File: src/rtl/fixed_point_dispatcher_if.sv
// Request, unit-drive and writeback signals of the fixed-point dispatcher.
// slave: dispatcher view; master: execute stage / unit / writeback view.
interface fixed_point_dispatcher_if #(
  parameter int unsigned WIDTH = 32
);
  logic             in_valid;
  logic             in_ready;
  logic [1:0]       in_operation;
  logic [WIDTH-1:0] in_operand_1;
  logic [WIDTH-1:0] in_operand_2;
  logic [1:0]       fpu_operation;
  logic [WIDTH-1:0] fpu_operand_1;
  logic [WIDTH-1:0] fpu_operand_2;
  logic [WIDTH-1:0] fpu_result;
  logic             fpu_ready;
  logic             out_valid;
  logic             out_ready;
  logic [WIDTH-1:0] out_result;
  logic             out_error;
  logic             busy;

  modport slave (
    input  in_valid, in_operation, in_operand_1, in_operand_2,
    input  fpu_result, fpu_ready, out_ready,
    output in_ready, fpu_operation, fpu_operand_1, fpu_operand_2,
    output out_valid, out_result, out_error, busy
  );

  modport master (
    output in_valid, in_operation, in_operand_1, in_operand_2,
    output fpu_result, fpu_ready, out_ready,
    input  in_ready, fpu_operation, fpu_operand_1, fpu_operand_2,
    input  out_valid, out_result, out_error, busy
  );
endinterface

File: src/rtl/fixed_point_dispatcher.sv
// Sequences one request at a time into the fixed-point unit and hands the result to writeback.
// Optional hung-operation abort is enabled by defining FPU_DISPATCH_TIMEOUT_EN.
module fixed_point_dispatcher #(
  parameter int unsigned WIDTH          = 32,
  parameter int unsigned SETTLE_CYCLES  = 2,
  parameter int unsigned TIMEOUT_CYCLES = 255
) (
  input  logic                  clk,
  input  logic                  reset,
  fixed_point_dispatcher_if.slave bus
);
  localparam int unsigned SETTLE_W = 4;
  localparam int unsigned WAIT_W   = 16;
  localparam logic [1:0]  FPU_ADD  = 2'd0;
  localparam logic [1:0]  FPU_SQRT = 2'd3;

  if (SETTLE_CYCLES < 1 || SETTLE_CYCLES > 15) begin : g_bad_settle
    $error("SETTLE_CYCLES out of range 1-15");
  end
  if (TIMEOUT_CYCLES < 1 || TIMEOUT_CYCLES > 65535) begin : g_bad_timeout
    $error("TIMEOUT_CYCLES out of range 1-65535");
  end

  typedef enum logic [1:0] {S_IDLE, S_ISSUE, S_WAIT, S_DONE} state_t;

  state_t              state;
  logic [SETTLE_W-1:0] settle_cnt;

`ifdef FPU_DISPATCH_TIMEOUT_EN
  logic [WAIT_W-1:0] wait_cnt;
  logic              out_error_q;
  assign bus.out_error = out_error_q;
`else
  assign bus.out_error = 1'b0;
`endif

  // Sequencer: all status outputs are registered alongside the state.
  always_ff @(posedge clk or negedge reset) begin
    if (!reset) begin
      state             <= S_IDLE;
      settle_cnt        <= '0;
      bus.fpu_operation <= FPU_ADD;
      bus.fpu_operand_1 <= '0;
      bus.fpu_operand_2 <= '0;
      bus.out_result    <= '0;
      bus.out_valid     <= 1'b0;
      bus.in_ready      <= 1'b1;
      bus.busy          <= 1'b0;
`ifdef FPU_DISPATCH_TIMEOUT_EN
      wait_cnt          <= '0;
      out_error_q       <= 1'b0;
`endif
    end else begin
      case (state)
        S_IDLE: begin
          if (bus.in_valid && bus.in_ready) begin
            bus.fpu_operation <= bus.in_operation;
            bus.fpu_operand_1 <= bus.in_operand_1;
            bus.fpu_operand_2 <= (bus.in_operation == FPU_SQRT) ? WIDTH'(0) : bus.in_operand_2;
            settle_cnt        <= SETTLE_W'(SETTLE_CYCLES);
            bus.in_ready      <= 1'b0;
            bus.busy          <= 1'b1;
            state             <= S_ISSUE;
          end
        end
        // fpu_ready may still be high from the previous operation; ignore it here.
        S_ISSUE: begin
          if (settle_cnt == SETTLE_W'(1)) begin
            state <= S_WAIT;
`ifdef FPU_DISPATCH_TIMEOUT_EN
            wait_cnt <= '0;
`endif
          end else begin
            settle_cnt <= settle_cnt - SETTLE_W'(1);
          end
        end
        S_WAIT: begin
          if (bus.fpu_ready) begin
            bus.out_result <= bus.fpu_result;
            bus.out_valid  <= 1'b1;
            state          <= S_DONE;
`ifdef FPU_DISPATCH_TIMEOUT_EN
            out_error_q    <= 1'b0;
          end else if (wait_cnt == WAIT_W'(TIMEOUT_CYCLES - 1)) begin
            bus.out_result <= WIDTH'(0);
            bus.out_valid  <= 1'b1;
            out_error_q    <= 1'b1;
            state          <= S_DONE;
          end else begin
            wait_cnt <= wait_cnt + WAIT_W'(1);
`endif
          end
        end
        S_DONE: begin
          if (bus.out_ready) begin
            bus.out_valid <= 1'b0;
            bus.in_ready  <= 1'b1;
            bus.busy      <= 1'b0;
            state         <= S_IDLE;
          end
        end
        default: state <= S_IDLE;
      endcase
    end
  end
endmodule

File: src/flat_wrapper.sv
// flat-port wrapper written by rule: the top's interface ports become plain ports
module fixed_point_dispatcher_flat 
#(
  parameter int unsigned WIDTH          = 32,
  parameter int unsigned SETTLE_CYCLES  = 2,
  parameter int unsigned TIMEOUT_CYCLES = 255
)
  (clk, reset, bus_in_valid, bus_in_operation, bus_in_operand_1, bus_in_operand_2, bus_fpu_result, bus_fpu_ready, bus_out_ready, bus_in_ready, bus_fpu_operation, bus_fpu_operand_1, bus_fpu_operand_2, bus_out_valid, bus_out_result, bus_out_error, bus_busy);
  fixed_point_dispatcher_if #(.WIDTH(WIDTH)) bus_i ();
  input  logic clk;
  input  logic reset;
  input wire logic [$bits(bus_i.in_valid)-1:0] bus_in_valid;
  input wire logic [$bits(bus_i.in_operation)-1:0] bus_in_operation;
  input wire logic [$bits(bus_i.in_operand_1)-1:0] bus_in_operand_1;
  input wire logic [$bits(bus_i.in_operand_2)-1:0] bus_in_operand_2;
  input wire logic [$bits(bus_i.fpu_result)-1:0] bus_fpu_result;
  input wire logic [$bits(bus_i.fpu_ready)-1:0] bus_fpu_ready;
  input wire logic [$bits(bus_i.out_ready)-1:0] bus_out_ready;
  output wire logic [$bits(bus_i.in_ready)-1:0] bus_in_ready;
  output wire logic [$bits(bus_i.fpu_operation)-1:0] bus_fpu_operation;
  output wire logic [$bits(bus_i.fpu_operand_1)-1:0] bus_fpu_operand_1;
  output wire logic [$bits(bus_i.fpu_operand_2)-1:0] bus_fpu_operand_2;
  output wire logic [$bits(bus_i.out_valid)-1:0] bus_out_valid;
  output wire logic [$bits(bus_i.out_result)-1:0] bus_out_result;
  output wire logic [$bits(bus_i.out_error)-1:0] bus_out_error;
  output wire logic [$bits(bus_i.busy)-1:0] bus_busy;
  assign bus_i.in_valid = bus_in_valid;
  assign bus_i.in_operation = bus_in_operation;
  assign bus_i.in_operand_1 = bus_in_operand_1;
  assign bus_i.in_operand_2 = bus_in_operand_2;
  assign bus_i.fpu_result = bus_fpu_result;
  assign bus_i.fpu_ready = bus_fpu_ready;
  assign bus_i.out_ready = bus_out_ready;
  assign bus_in_ready = bus_i.in_ready;
  assign bus_fpu_operation = bus_i.fpu_operation;
  assign bus_fpu_operand_1 = bus_i.fpu_operand_1;
  assign bus_fpu_operand_2 = bus_i.fpu_operand_2;
  assign bus_out_valid = bus_i.out_valid;
  assign bus_out_result = bus_i.out_result;
  assign bus_out_error = bus_i.out_error;
  assign bus_busy = bus_i.busy;
  fixed_point_dispatcher #(.WIDTH(WIDTH), .SETTLE_CYCLES(SETTLE_CYCLES), .TIMEOUT_CYCLES(TIMEOUT_CYCLES)) u_core (.clk(clk), .reset(reset), .bus(bus_i));
endmodule
File: config.mk
export PLATFORM = sky130hd
export DESIGN_NAME = fixed_point_dispatcher_flat
export DESIGN_NICKNAME = d
export VERILOG_FILES = /design/src/rtl/fixed_point_dispatcher_if.sv /design/src/rtl/fixed_point_dispatcher.sv /design/src/flat_wrapper.sv
export SDC_FILE = /design/constraint.sdc
export NUM_CORES = 1
export LEC_CHECK = 0
export ABC_CLOCK_PERIOD_IN_PS = 2100
export CELL_PAD_IN_SITES_DETAIL_PLACEMENT = 1
export CELL_PAD_IN_SITES_GLOBAL_PLACEMENT = 1
export CORE_AREA = 2 2 130 132
export CTS_CLUSTER_SIZE = 14
export DETAILED_ROUTE_END_ITERATION = 8
export DIE_AREA = 0 0 132 134
export PLACE_DENSITY = 0.85
export SLEW_MARGIN = 20
export SYNTH_ARGS = -nofsm -noshare
export SYNTH_HDL_FRONTEND = slang
export SYNTH_SLANG_ARGS = --single-unit
File: constraint.sdc
create_clock -name clk -period 2.1 [get_ports clk]
set_clock_uncertainty 0.2 [all_clocks]
set_input_delay 0.42 -clock clk [delete_from_list [all_inputs] [get_ports clk]]
set_output_delay 0.42 -clock clk [all_outputs]
set_load 0.02 [all_outputs]
==> results of run 1 <==
-- cells by family after synthesis --
family          count (synthesis)  share of synthesized area (%)
other cells                     1                         0.0870
flops                         107                           62.1
simple gates                  217                           20.5
buf+inv                        30                           2.79
compound gates                 14                           2.70
fa+ha+maj                       8                           2.32
mux                            36                           9.43
-- worst reg2reg max path, stage by stage, from the launching register on --
cell       delay, ps
dfrtp_1          410
inv_2             90
ha_4             130
or3b_4           400
a2111oi_4        400
mux2_4           330
-- cell type report --
class,count,area (sq um)
clock buffer,12,236
clock inverter,4,51.3
fill,1838,9290
inverter,8,30.0
multi-input combinational,276,1530
sequential,107,2680
tap,220,275
timing repair buffer,217,2200
-- where the power goes --
group          internal [mW]  switching [mW]  total [mW]
clock                  0.928           0.757        1.69
sequential              2.96           0.524        3.49
combinational           2.38            2.37        4.75
-- state kept, by name, summed over array words and instances, names as in the netlist --
register,flops
u_core.bus.out_result,32
u_core.bus.out_valid,1
u_core.state,2
u_core.bus.in_ready,1
u_core.bus.fpu_operand_1,32
u_core.bus.busy,1
u_core.settle_cnt,4
u_core.bus.fpu_operation,2
u_core.bus.fpu_operand_2,32
-- layer usage --
layer | vias up | global-route usage [%] | wire [microns]
met5 | - | 0 | 0
met3 | 17 | 4.69 | 917
met4 | 0 | 5.19 | 240
met2 | 126 | 28.0 | 7180
met1 | 1845 | 16.8 | 5150
li1 | 1733 | - | -
-- placed cells by master (no fill, tap or decap), drive strengths merged --
cell and count:
a2111oi 1, a21boi 1, a21oi 3, a22o 1, a2bb2oi 1, a32oi 1
and2 1, and3 1, buf 14, bufinv 1, clkbuf 12, clkdlybuf4s50 201
clkinv 2, clkinvlp 1, conb 1, dfrtp 106, dfstp 1, dlygate4sd2 1
dlygate4sd3 1, ha 8, inv 8, mux2 34, mux2i 2, nand2 172
nand2b 1, nand3 33, nand3b 1, nor2 3, nor2b 3, o21ai 2
o22ai 2, o2bb2ai 1, o41ai 1, or3 1, or3b 1
-- worst max path at each step --
stage / from / end / cells after the start
finish: u_core.settle_cnt[1]$_DFFE_PN0P_ / u_core.state[1]$_DFFE_PN0P_ / 5
global placement: bus_fpu_ready / u_core.state[1]$_DFFE_PN0P_ / 4
floorplan: u_core.settle_cnt[1]$_DFFE_PN0P_ / u_core.state[1]$_DFFE_PN0P_ / 5
CTS: u_core.settle_cnt[1]$_DFFE_PN0P_ / u_core.state[1]$_DFFE_PN0P_ / 5
global route: u_core.settle_cnt[1]$_DFFE_PN0P_ / u_core.state[0]$_DFFE_PN0P_ / 6
detailed placement: u_core.settle_cnt[1]$_DFFE_PN0P_ / u_core.state[1]$_DFFE_PN0P_ / 5
-- what timing repair did --
action / CTS / global route
buffers inserted: 0 / 2
setup endpoints to repair: 2 / 2
resized for setup: 1 / 3
hold endpoints to repair: 29 / 0
hold buffers: 1 / 0
pin swaps: 1 / 1
==> flow_summary_export.csv, run 1 <==
group,metric,value,unit
placement,dp_cells,825,
cts,insertion_delay,340,ps
grt,grt_max_degree,59,
placement,portBuffers,203,
run_status,status,"completed",
sta,rsz0062_at_grt,"true",
cells_and_area,layout-drive-gt1-share,10.7,%
setup_path,r2r-end,"u_core.state[1]$_DFFE_PN0P_",
drt,vias,3721,
pwr,power.total,9.92,mW
cells_and_area,final_nets,730,
floorplanning,rows,47,
placement,place.gp.congestion,0.747,
floorplanning,core_area,16300,sq um
cts,cts-root-buf,"clkbuf_16",
flow_run,drv_cap,0,
cells_and_area,syn2layout_area_growth,62.4,%
sta,fmax,482,MHz
setup_path,crit_type,"flip-flop to flip-flop",
setup_path,worstPathArrival,2100,ps
sta,holdWs,275,ps
setup_path,worstPathCellList,"inv_2 > ha_4 > or3b_4 > a2111oi_4 > mux2_4",
cts,cts_num_sinks,107,
setup_path,worstSetupEndpointType,"flip-flop",
cts,clk_pin_slew,70,ps
logic_synthesis,ys_ff_latch,107,
sta,hold_viol_final,0,
cells_and_area,final_cells,844,
cts,cts_tree,"done",
drt,wl_per_cell,16.0,microns
placement,place_ws,-6.87,ps
logic_synthesis,synth_edf_count,0,
setup_path,cp_num_buf_inv,1,
logic_synthesis,postSynthAreaPerCell,10.4,sq um
sta,finalCriticalPeriod,2070,ps
grt,grt_pass1_wl,21.4,mm
floorplanning,ios,205,
min_path,min_to,"u_core.bus.fpu_operand_2[9]$_DFFE_PN0P_",
setup_path,crit_path_top_delay_cell,"dfrtp_1",
setup_path,reg2reg_from,"u_core.settle_cnt[1]$_DFFE_PN0P_",
placement,dp_hpwl,10.3,mm
drt,via_per_inst,4.41,
sta,setup_violations,0,
cts,htree_levels,3,
logic_synthesis,synth_ff_type,"dfrtp_1",
cts,numCtsBuffers,9,
pwr,ir_worst_vdd,617,uV
cells_and_area,fin_area,7000,sq um
grt,grt_overflow_total,0,
logic_synthesis,ys_seq_area_share,62.1,%
sta,setup_slack,27.3,ps
floorplanning,dieArea,17700,sq um
grt,antenna_found_initial,0,
drt,drt_iter0_drc,77,
sta,setup_tns,0,ps
setup_path,critPathRequiredTime,2130,ps
drt,drt_first_pass_iters,4,
drt,drc,0,
floorplanning,start_util,26.5,%
drt,ant_nets,0,
logic_synthesis,syn-instance-count,413,
logic_synthesis,yosysTopAreaCell,"dfrtp_1",
grt,grt_pass1_vias,4069,
pwr,powerDensity,1420,nW/um^2
sta,slew_violations,0,
placement,dpl_cell_area,6680,sq um
setup_path,worstPathMaxFanout,3,
logic_synthesis,yosys-top-cells-area,"dfrtp_1 (62%), nand2_1 (15%), mux2_2 (8.4%), nand3_1 (3.8%), ha_1 (2.3%)",
grt,grt_usage,15.3,%
cells_and_area,post-route-util,43.0,%
sta,finalCritPeriodShare,98.7,%
floorplanning,die_h,134,microns
setup_path,critPathMaxStageDelay,410,ps
logic_synthesis,yosys_warnings,0,
logic_synthesis,netlist_area,4310,sq um
logic_synthesis,ys_types,33,
logic_synthesis,yosys.cell_count.top_type,"nand2_1",
logic_synthesis,syn_nets,524,
min_path,min_path_type,"flip-flop to flip-flop",
cells_and_area,antennaDiodeCount,0,
min_path,hold_start,"u_core.bus.fpu_operand_2[9]$_DFFE_PN0P_",
setup_path,start_kind,"flip-flop",
logic_synthesis,synthArstFlopShare,100,%
min_path,min_delay_path_depth,2,
setup_path,reg2reg_slack,30,ps
logic_synthesis,synth_common_cells,"nand2_1 (172), dfrtp_1 (106), nand3_1 (33)",
logic_synthesis,yosysTopAreaCellShare,61.5,%
setup_path,ff2ff_path_depth,5,
floorplanning,fp.dieW,132,microns
cts,clockBufferDepth,2,
pwr,p_leak,3.22,nW
setup_path,cpLargestDelayFamily,"flip-flops",
drt,finalWirelength,13.5,mm
Note: power is estimated with default switching activity, not from simulation.
==> run 2: changes to the inputs <==
SLEW_MARGIN = 0   (was 20)
==> results of run 2 <==
Same layout as run 1: the final DEF is identical, and so are final timing and power.
==> run 3: changes to the inputs <==
CTS_CLUSTER_SIZE = unset   (was 14)
==> results of run 3 <==
Same layout as run 1: the final DEF is identical, and so are final timing and power.
